[src/rtl/mux_pkg.sv]
// Shared definitions for the registered scanning multiplexer: mode encodings,
// controller state encodings and an elaboration-time ceiling-log2 helper.
// Contents: MODE_MANUAL/MODE_SCAN, state_t {IDLE, MANUAL, SCAN}, clog2().
package mux_pkg;

    localparam logic MODE_MANUAL = 1'b0;
    localparam logic MODE_SCAN   = 1'b1;

    typedef enum logic [1:0] {
        IDLE   = 2'd0,
        MANUAL = 2'd1,
        SCAN   = 2'd2
    } state_t;

    // Ceiling log2 with a floor of 1, so single-value counters still get one bit.
    function automatic int clog2(input int value);
        int result;
        result = 0;
        while ((1 << result) < value) begin
            result = result + 1;
        end
        if (result == 0) begin
            result = 1;
        end
        return result;
    endfunction

endpackage

[src/rtl/mux_next_ch.sv]
// Combinational rotating priority finder: next set mask bit strictly after cur,
// searched cyclically (cur itself is the last candidate). Zero latency.
// Ports: mask/cur in; next_ch, wrapped (next_ch <= cur), none (mask empty) out.
module mux_next_ch #(
    parameter int CHANNELS = 4,
    parameter int SEL_W    = 2
) (
    input  logic [CHANNELS-1:0] mask,
    input  logic [SEL_W-1:0]    cur,
    output logic [SEL_W-1:0]    next_ch,
    output logic                wrapped,
    output logic                none
);

    int   idx;
    logic found;

    always_comb begin
        next_ch = cur;
        wrapped = 1'b0;
        found   = 1'b0;
        idx     = 0;
        for (int i = 1; i <= CHANNELS; i++) begin
            idx = int'(cur) + i;
            if (idx >= CHANNELS) begin
                idx = idx - CHANNELS;
            end
            if (!found && mask[SEL_W'(idx)]) begin
                found   = 1'b1;
                next_ch = SEL_W'(idx);
                wrapped = (idx <= int'(cur));
            end
        end
        none = ~|mask;
    end

endmodule

[src/rtl/mux_scan_n.sv]
// Registered N:1 mux with manual select and a round-robin scan sequencer (DWELL cycles/channel).
// Latency: 1 cycle from sel (manual) or ptr (scan) to y; scan entry costs one cycle with y_valid=0.
// Ports: en/mode/sel/mask/d in; y, y_ch, y_valid, wrap (1-cycle pulse on pointer wrap) out.
module mux_scan_n
    import mux_pkg::*;
#(
    parameter  int WIDTH    = 8,
    parameter  int CHANNELS = 4,
    parameter  int DWELL    = 2,
    localparam int SEL_W    = clog2(CHANNELS)
) (
    input  logic                      clk,
    input  logic                      rst_n,
    input  logic                      en,
    input  logic                      mode,
    input  logic [SEL_W-1:0]          sel,
    input  logic [CHANNELS-1:0]       mask,
    input  logic [CHANNELS*WIDTH-1:0] d,
    output logic [WIDTH-1:0]          y,
    output logic [SEL_W-1:0]          y_ch,
    output logic                      y_valid,
    output logic                      wrap
);

    localparam int DCNT_W = clog2(DWELL);

    state_t              state_q,   state_d;
    logic [SEL_W-1:0]    ptr_q,     ptr_d;
    logic [DCNT_W-1:0]   dcnt_q,    dcnt_d;
    logic [WIDTH-1:0]    y_q,       y_d;
    logic [SEL_W-1:0]    y_ch_q,    y_ch_d;
    logic                y_valid_q, y_valid_d;
    logic                wrap_q,    wrap_d;

    logic [SEL_W-1:0]    step_ch;
    logic                step_wrapped;
    logic                step_none;
    logic [SEL_W-1:0]    first_ch;
    logic                first_wrapped;
    logic                first_none;

    // Advance search from the live pointer.
    mux_next_ch #(.CHANNELS(CHANNELS), .SEL_W(SEL_W)) u_step (
        .mask    (mask),
        .cur     (ptr_q),
        .next_ch (step_ch),
        .wrapped (step_wrapped),
        .none    (step_none)
    );

    // Starting from the top channel makes the cyclic search return the lowest set bit.
    mux_next_ch #(.CHANNELS(CHANNELS), .SEL_W(SEL_W)) u_first (
        .mask    (mask),
        .cur     (SEL_W'(CHANNELS - 1)),
        .next_ch (first_ch),
        .wrapped (first_wrapped),
        .none    (first_none)
    );

    always_comb begin
        state_d   = state_q;
        ptr_d     = ptr_q;
        dcnt_d    = dcnt_q;
        y_d       = y_q;
        y_ch_d    = y_ch_q;
        y_valid_d = 1'b0;
        wrap_d    = 1'b0;

        if (!en) begin
            state_d = IDLE;
        end else if (mode == MODE_MANUAL) begin
            state_d = MANUAL;
            if (int'(sel) < CHANNELS) begin
                y_d       = d[int'(sel)*WIDTH +: WIDTH];
                y_ch_d    = sel;
                y_valid_d = 1'b1;
            end else begin
                y_d = '0;
            end
        end else begin
            state_d = SCAN;
            if (state_q != SCAN) begin
                // Fresh entry: any earlier dwell is discarded.
                ptr_d  = first_none ? '0 : first_ch;
                dcnt_d = '0;
            end else if (step_none) begin
                // Nothing enabled: freeze the sequencer so a restored mask resumes here.
            end else if (!mask[ptr_q]) begin
                // Current channel was disabled mid-dwell: skip it without sampling.
                ptr_d  = step_ch;
                dcnt_d = '0;
                wrap_d = step_wrapped;
            end else begin
                y_d       = d[int'(ptr_q)*WIDTH +: WIDTH];
                y_ch_d    = ptr_q;
                y_valid_d = 1'b1;
                if (dcnt_q == DCNT_W'(DWELL - 1)) begin
                    ptr_d  = step_ch;
                    dcnt_d = '0;
                    wrap_d = step_wrapped;
                end else begin
                    dcnt_d = dcnt_q + 1'b1;
                end
            end
        end
    end

    always_ff @(posedge clk or negedge rst_n) begin
        if (!rst_n) begin
            state_q   <= IDLE;
            ptr_q     <= '0;
            dcnt_q    <= '0;
            y_q       <= '0;
            y_ch_q    <= '0;
            y_valid_q <= 1'b0;
            wrap_q    <= 1'b0;
        end else begin
            state_q   <= state_d;
            ptr_q     <= ptr_d;
            dcnt_q    <= dcnt_d;
            y_q       <= y_d;
            y_ch_q    <= y_ch_d;
            y_valid_q <= y_valid_d;
            wrap_q    <= wrap_d;
        end
    end

    assign y       = y_q;
    assign y_ch    = y_ch_q;
    assign y_valid = y_valid_q;
    assign wrap    = wrap_q;

endmodule

[config.mk]
export PLATFORM = sky130hd
export DESIGN_NAME = mux_scan_n
export DESIGN_NICKNAME = d
export VERILOG_FILES = /design/src/rtl/mux_pkg.sv /design/src/rtl/mux_next_ch.sv /design/src/rtl/mux_scan_n.sv
export SDC_FILE = /design/constraint.sdc
export NUM_CORES = 1
export LEC_CHECK = 0
export ABC_AREA = 1
export CAP_MARGIN = 5
export CORE_UTILIZATION = 44
export CTS_CLUSTER_DIAMETER = 120
export DETAILED_ROUTE_END_ITERATION = 7
export GPL_ROUTABILITY_DRIVEN = 0
export GPL_TIMING_DRIVEN = 0
export PLACE_DENSITY = 0.8
export SYNTH_ARGS = -nofsm -noshare
export SYNTH_HDL_FRONTEND = slang
export SYNTH_SLANG_ARGS = --single-unit
[constraint.sdc]
create_clock -name clk -period 2 [get_ports clk]
set_input_delay 0.2 -clock clk [delete_from_list [all_inputs] [get_ports clk]]
set_output_delay 0.2 -clock clk [all_outputs]
set_load 0.02 [all_outputs]
### Yosys cells after proc, flatten, opt, wreduce, memory -nomap -nowiden

Index checks and enable logic that the tools add are counted.

* bits in registers: 17
* output and inout bits: 12
* logic and storage cells: 111

* add/sub/neg operators: 9
* reductions and logical operators: 13
* order comparisons: 13
* eq/ne operators: 5
* shift-type cells: 2
* multiplexer cells: 62

Operators with widths (number)
* 32-bit by 4-bit >= comparator with 1-bit output (second input constant): 4
* 32-bit by 3-bit less-or-equal comparator with 1-bit output: 4
* 32-bit two-way mux: 4
* 32-bit by 4-bit subtractor with 32-bit output (second input constant): 4
* 32-bit by 6-bit indexed part select with 8-bit output: 2
* 2-bit two-way mux: 17
* 1-bit two-way mux: 32
* 8-bit two-way mux: 4
* 2-bit by 4-bit less-than comparator with 1-bit output (second input constant): 4
* 1-bit binary-select mux with 2-bit select: 5
* 4-bit AND reduction: 2
* 2-bit by 2-bit adder with 3-bit output (second input constant): 2
* 2-bit by 3-bit adder with 4-bit output (second input constant): 1
* 1-bit logical AND: 4
* 1-bit logical NOT: 4
* 2-bit by 1-bit != test with 1-bit output (second input constant): 2
* 2-bit != test (second input constant): 2
* 4-bit OR reduction: 1
* 2-bit by 1-bit adder with 3-bit output (second input constant): 1
* 2-bit by 3-bit less-than comparator with 1-bit output (second input constant): 1
* 3-bit != test (second input constant): 1
* 3-bit AND reduction: 1
* 2-bit nonzero test: 1
* 1-bit adder (second input constant): 1

### Longest topological paths before layout

* depth in word-level cells: 22
* gate-level depth with buffers: 13

### Cells and area by module

Synthesis repeated with hierarchy kept, for this count alone.

* cells, all modules: 316
* area total of the unflattened synthesis: 2013.2 um^2

Modules (own cells, without submodules)
* mux_scan_n: cells each 196, instances 1, sequential area each 425.4 um^2, area an instance 1224.9 um^2
* mux_next_ch: cells each 60, instances 2, sequential area each 0.0 um^2, area an instance 394.1 um^2

### Worst setup path after synthesis

OpenSTA, ideal clock, no wires.

* kind: register to register
* start: register ptr_q[1]
* end: register ptr_q[1]
* cell stages (with the launch flop): 13
* slack: 0.309 ns
* clock period less this slack: 1.691 ns
* arrival: 1.574 ns
* setup time: 0.116 ns
* cells stage by stage: dfrtp_1 > inv_2 > ha_1 > inv_1 > nand3_1 > nand2_1 > nand2_1 > nand2_1 > nand3_1 > nand2_1 > nand2_1 > nand2_1 > nand2_1

* cells in the longest elaborated chain, start to end: 20

RTL lines
* start: declaration: RTL line mux_scan_n.sv:28 `logic [SEL_W-1:0] ptr_q, ptr_d;`
* start signal: assignment: RTL line mux_scan_n.sv:119 `ptr_q <= ptr_d;`
* 2-bit by 1-bit adder with 3-bit output: RTL line mux_next_ch.sv:24 `idx = int'(cur) + i;`
* 32-bit by 4-bit subtractor with 32-bit output / 32-bit by 4-bit >= comparator with 1-bit output (equally long branches): RTL line mux_next_ch.sv:26, mux_next_ch.sv:25
* 32-bit two-way mux: RTL line mux_next_ch.sv:25 `if (idx >= CHANNELS) begin`
* 1-bit binary-select mux with 2-bit select: RTL line mux_next_ch.sv:28 `if (!found && mask[SEL_W'(idx)]) begin`
* 1-bit two-way mux (implied by the code) (2 in a row): RTL line mux_next_ch.sv:28
* 1-bit two-way mux: RTL line mux_next_ch.sv:28
* 1-bit logical NOT: RTL line mux_next_ch.sv:28
* 1-bit logical AND: RTL line mux_next_ch.sv:28
* (+3 left out)
* 1-bit two-way mux: RTL line mux_next_ch.sv:28
* 1-bit logical NOT: RTL line mux_next_ch.sv:28
* 1-bit logical AND: RTL line mux_next_ch.sv:28
* 2-bit two-way mux: RTL line mux_next_ch.sv:28
* 2-bit two-way mux: RTL line mux_scan_n.sv:97 `if (dcnt_q == DCNT_W'(DWELL - 1)) begin`
* 2-bit two-way mux: RTL line mux_scan_n.sv:88 `end else if (!mask[ptr_q]) begin`
* 2-bit two-way mux: RTL line mux_scan_n.sv:86 `end else if (step_none) begin`
* 2-bit two-way mux: RTL line mux_scan_n.sv:82 `if (state_q != SCAN) begin`

Several ways; a longest one is shown, not always the timed one. The select of a mux whose other input is x is not followed.
A chain may end at the register's enable or synchronous reset.

### Worst setup path after layout

Ends and elaborated chain as after synthesis.

==> run metrics <==
run status complete, no violations; ANT cells 0; vias 1540; reg-to-reg critical path endpoint ptr_q[1]; post-synth top area share around 30%; Port-buffer cells 53; Detail Route Antenna Nets 0; total power 1670 µW; arrival time worst endpoint 1.97 ns; Post-synth EDFFs 0; Clock Latency Late Sink 0.29 ns; Synth top cells by count nand2_1 (52), nor2_1 (33), inv_1 (22); final worst setup slack 0.209 ns; Final setup viols 0; Final Hold Fails 0; Mapped Cells 209; CTS buffer count 3; final net count approximately 310; clock-pin slew on the worst setup and hold paths 0.11 ns; GR Overflow Total 0; pins over their slew limit 0; initial drt markers 72; htree depth 1; syn_nets 254; register-to-register setup slack 0.21 ns; Max VDD drop 0.448 mV; Post-Syn Area between 1000 and 1500 µm²; area of the core slightly above 3000 µm²; share of cells above drive strength 1 13.2%; count leader, synth nand2_1; final WL around 3600 µm; Max-cap violations 0; P_leak 0.000947 µW; Setup Slack @ Placement 0.0304 ns; slowest cell delay on critical path between 0.4 and 0.5 ns; largest cells by area after synthesis dfrtp_1 (30%), nand2_1 (14%), nor2_1 (8.7%); initial antenna violation count 0; setup bufs post-CTS 0; master of the slowest instance on the critical path dfrtp_2; power per standard cell area about 820 nW/µm²; DRC viols 0; Initial Util 46.5%; Yosys cell types 26; DR pass1 iterations 4; die width 58.8 µm; worst path required time 2.18 ns; Synth-to-Final Area Change 44.4%; post-synthesis sequential area ratio between 20 and 30%; hold_ws about 0.33 ns; kind of start point of the critical path flop; CTS tree built; CP most frequent cell nand2_1; synth warn 0; FP Rows 20; DP Wirelength between 2000 and 3000 µm; global-route usage over all layers 21.7%; CTS root buffer clkbuf_4; worst hold path type in2async; first-pass GRT wire length 5820 µm; Max FO, Critical Path 8; Clock Skews 0.0161 ns; fraction of registers with async set/reset 100%; synthesis-stage register bit count 17; ys flop type dfrtp_1; area leader, netlist dfrtp_1; Bufs on Longest Clock Path 2; R2R Path Start ptr_q[1]; fin crit period 1.79 ns; vias in the first global route 1372; WL per Instance 11.6 µm; # IOs 54; worst-case reg-to-reg path depth 12; syn avg cell area 6.79 µm²; die area 3460 µm²; Vias per Instance 4.97; worst-margin pin slew ~0.74 ns; RSZ-0062 raised after global routing false; CP Capture Type flop; Period Utilization, post-route about nine tenths; WS Path Type reg2reg; TNS Setup 0 ns; crit-path cells inv_2 -> ha_4 -> inv_1 -> nand3_1 -> nand2_2 -> nand2_1 -> nand2_1 -> nand3_1 -> nand2_1 -> nand2_1 -> nand2_1 -> nand2_1; Rel. slew slack 50.7%; # clock sinks 17; largest net degree at the start of global routing 18; Die Span Y 58.8 µm; Peak Freq between 500 and 600 MHz
placed cells by master (no fill, tap or decap):
cell and count:
dfrtp_1 16, nand3_1 21, nand2_1 51, o21ai_0 10, inv_1 22, nor3_1 8
clkbuf_1 1, nand3b_1 1, nand2_2 4, a21oi_1 2, inv_6 1, buf_8 1
nor2_1 32, clkdlybuf4s50_1 53, nor2_2 2, dfrtp_2 1, a21oi_4 1, inv_2 2
o21ai_2 9, clkbuf_4 3, o21ai_4 1, ha_1 2, and2_4 1, nand4_1 4
o21bai_1 8, nand2_4 1, buf_4 1, nor3_2 1, inv_4 1, buf_6 4
ha_4 1
worst max-delay path, delay by kind of cell (launching register included):
family / cells / cell delay (ns)
AND/OR/NAND/NOR: 9 / 0.69
flip-flops: 1 / 0.48
buffers and inverters: 2 / 0.26
adder cells (fa/ha/maj): 1 / 0.24
power by group:
part / internal [µW] / leakage [µW] / switching [µW]
Combinational: 456 / 0.000719 / 570
Clock: 77.4 / 0.0000150 / 108
Sequential: 415 / 0.000213 / 48.2
registers in the layout (all words and copies together), names as in the netlist:
| name | count |
|---|---|
| dcnt_q | 1 |
| ptr_q | 2 |
| state_q | 2 |
| wrap | 1 |
| y | 8 |
| y_ch | 2 |
| y_valid | 1 |
through the flow:
| step | cell area (µm²) | utilization [%] | instances |
|---|---|---|---|
| global route | 2050 | 67.1 | 310 |
| finish | 2050 | 67.1 | 310 |
| global placement | 2000 | 65.7 | 306 |
| detailed placement | 2000 | 65.7 | 306 |
| CTS | 2030 | 66.5 | 310 |
| floorplan | 1420 | - | 209 |
repair_timing:
item	CTS	global route
resized for setup	0	4
hold buffers	0	0
endpoints found under the setup margin	0	3
layout make-up:
class	count	area (µm²)
buffer	6	67.6
inverter	26	105
multi-input combinational	160	838
fill	292	1000
sequential	17	427
tap	44	55.1
timing repair buffer	53	531
clock buffer	4	26.3
worst max-delay path by stage:
stage | from | to | slack [ns] | depth (start not counted)
2_1_floorplan | ptr_q[1] | ptr_q[1] | 0.31 | 12
3_3_place_gp | ptr_q[1] | ptr_q[1] | 0.03 | 12
3_5_place_dp | ptr_q[1] | ptr_q[1] | 0.03 | 12
4_1_cts | ptr_q[1] | ptr_q[1] | 0.02 | 12
5_1_grt | ptr_q[0] | ptr_q[1] | 0.07 | 13
6_report | ptr_q[1] | ptr_q[1] | 0.21 | 12
cells by family (layout without fill, tap and decap cells):
kind of cell | count (synthesis) | count (layout) | share of synthesized area, %
compound gates | 31 | 31 | 16.3
fa+ha+maj | 3 | 3 | 2.65
buf+inv | 32 | 89 | 12.2
flops | 17 | 17 | 30.0
simple gates | 126 | 126 | 38.9
routing by layer:
layer  GRT usage, %  vias to the layer above  wire length (µm)
li1               -                      788                 -
met3           6.37                        0               332
met4           2.04                        0                 0
met5              0                        -                 0
met1           26.9                      702              1580
met2           38.5                       50              1690
Note: power is estimated with default switching activity, not from simulation.
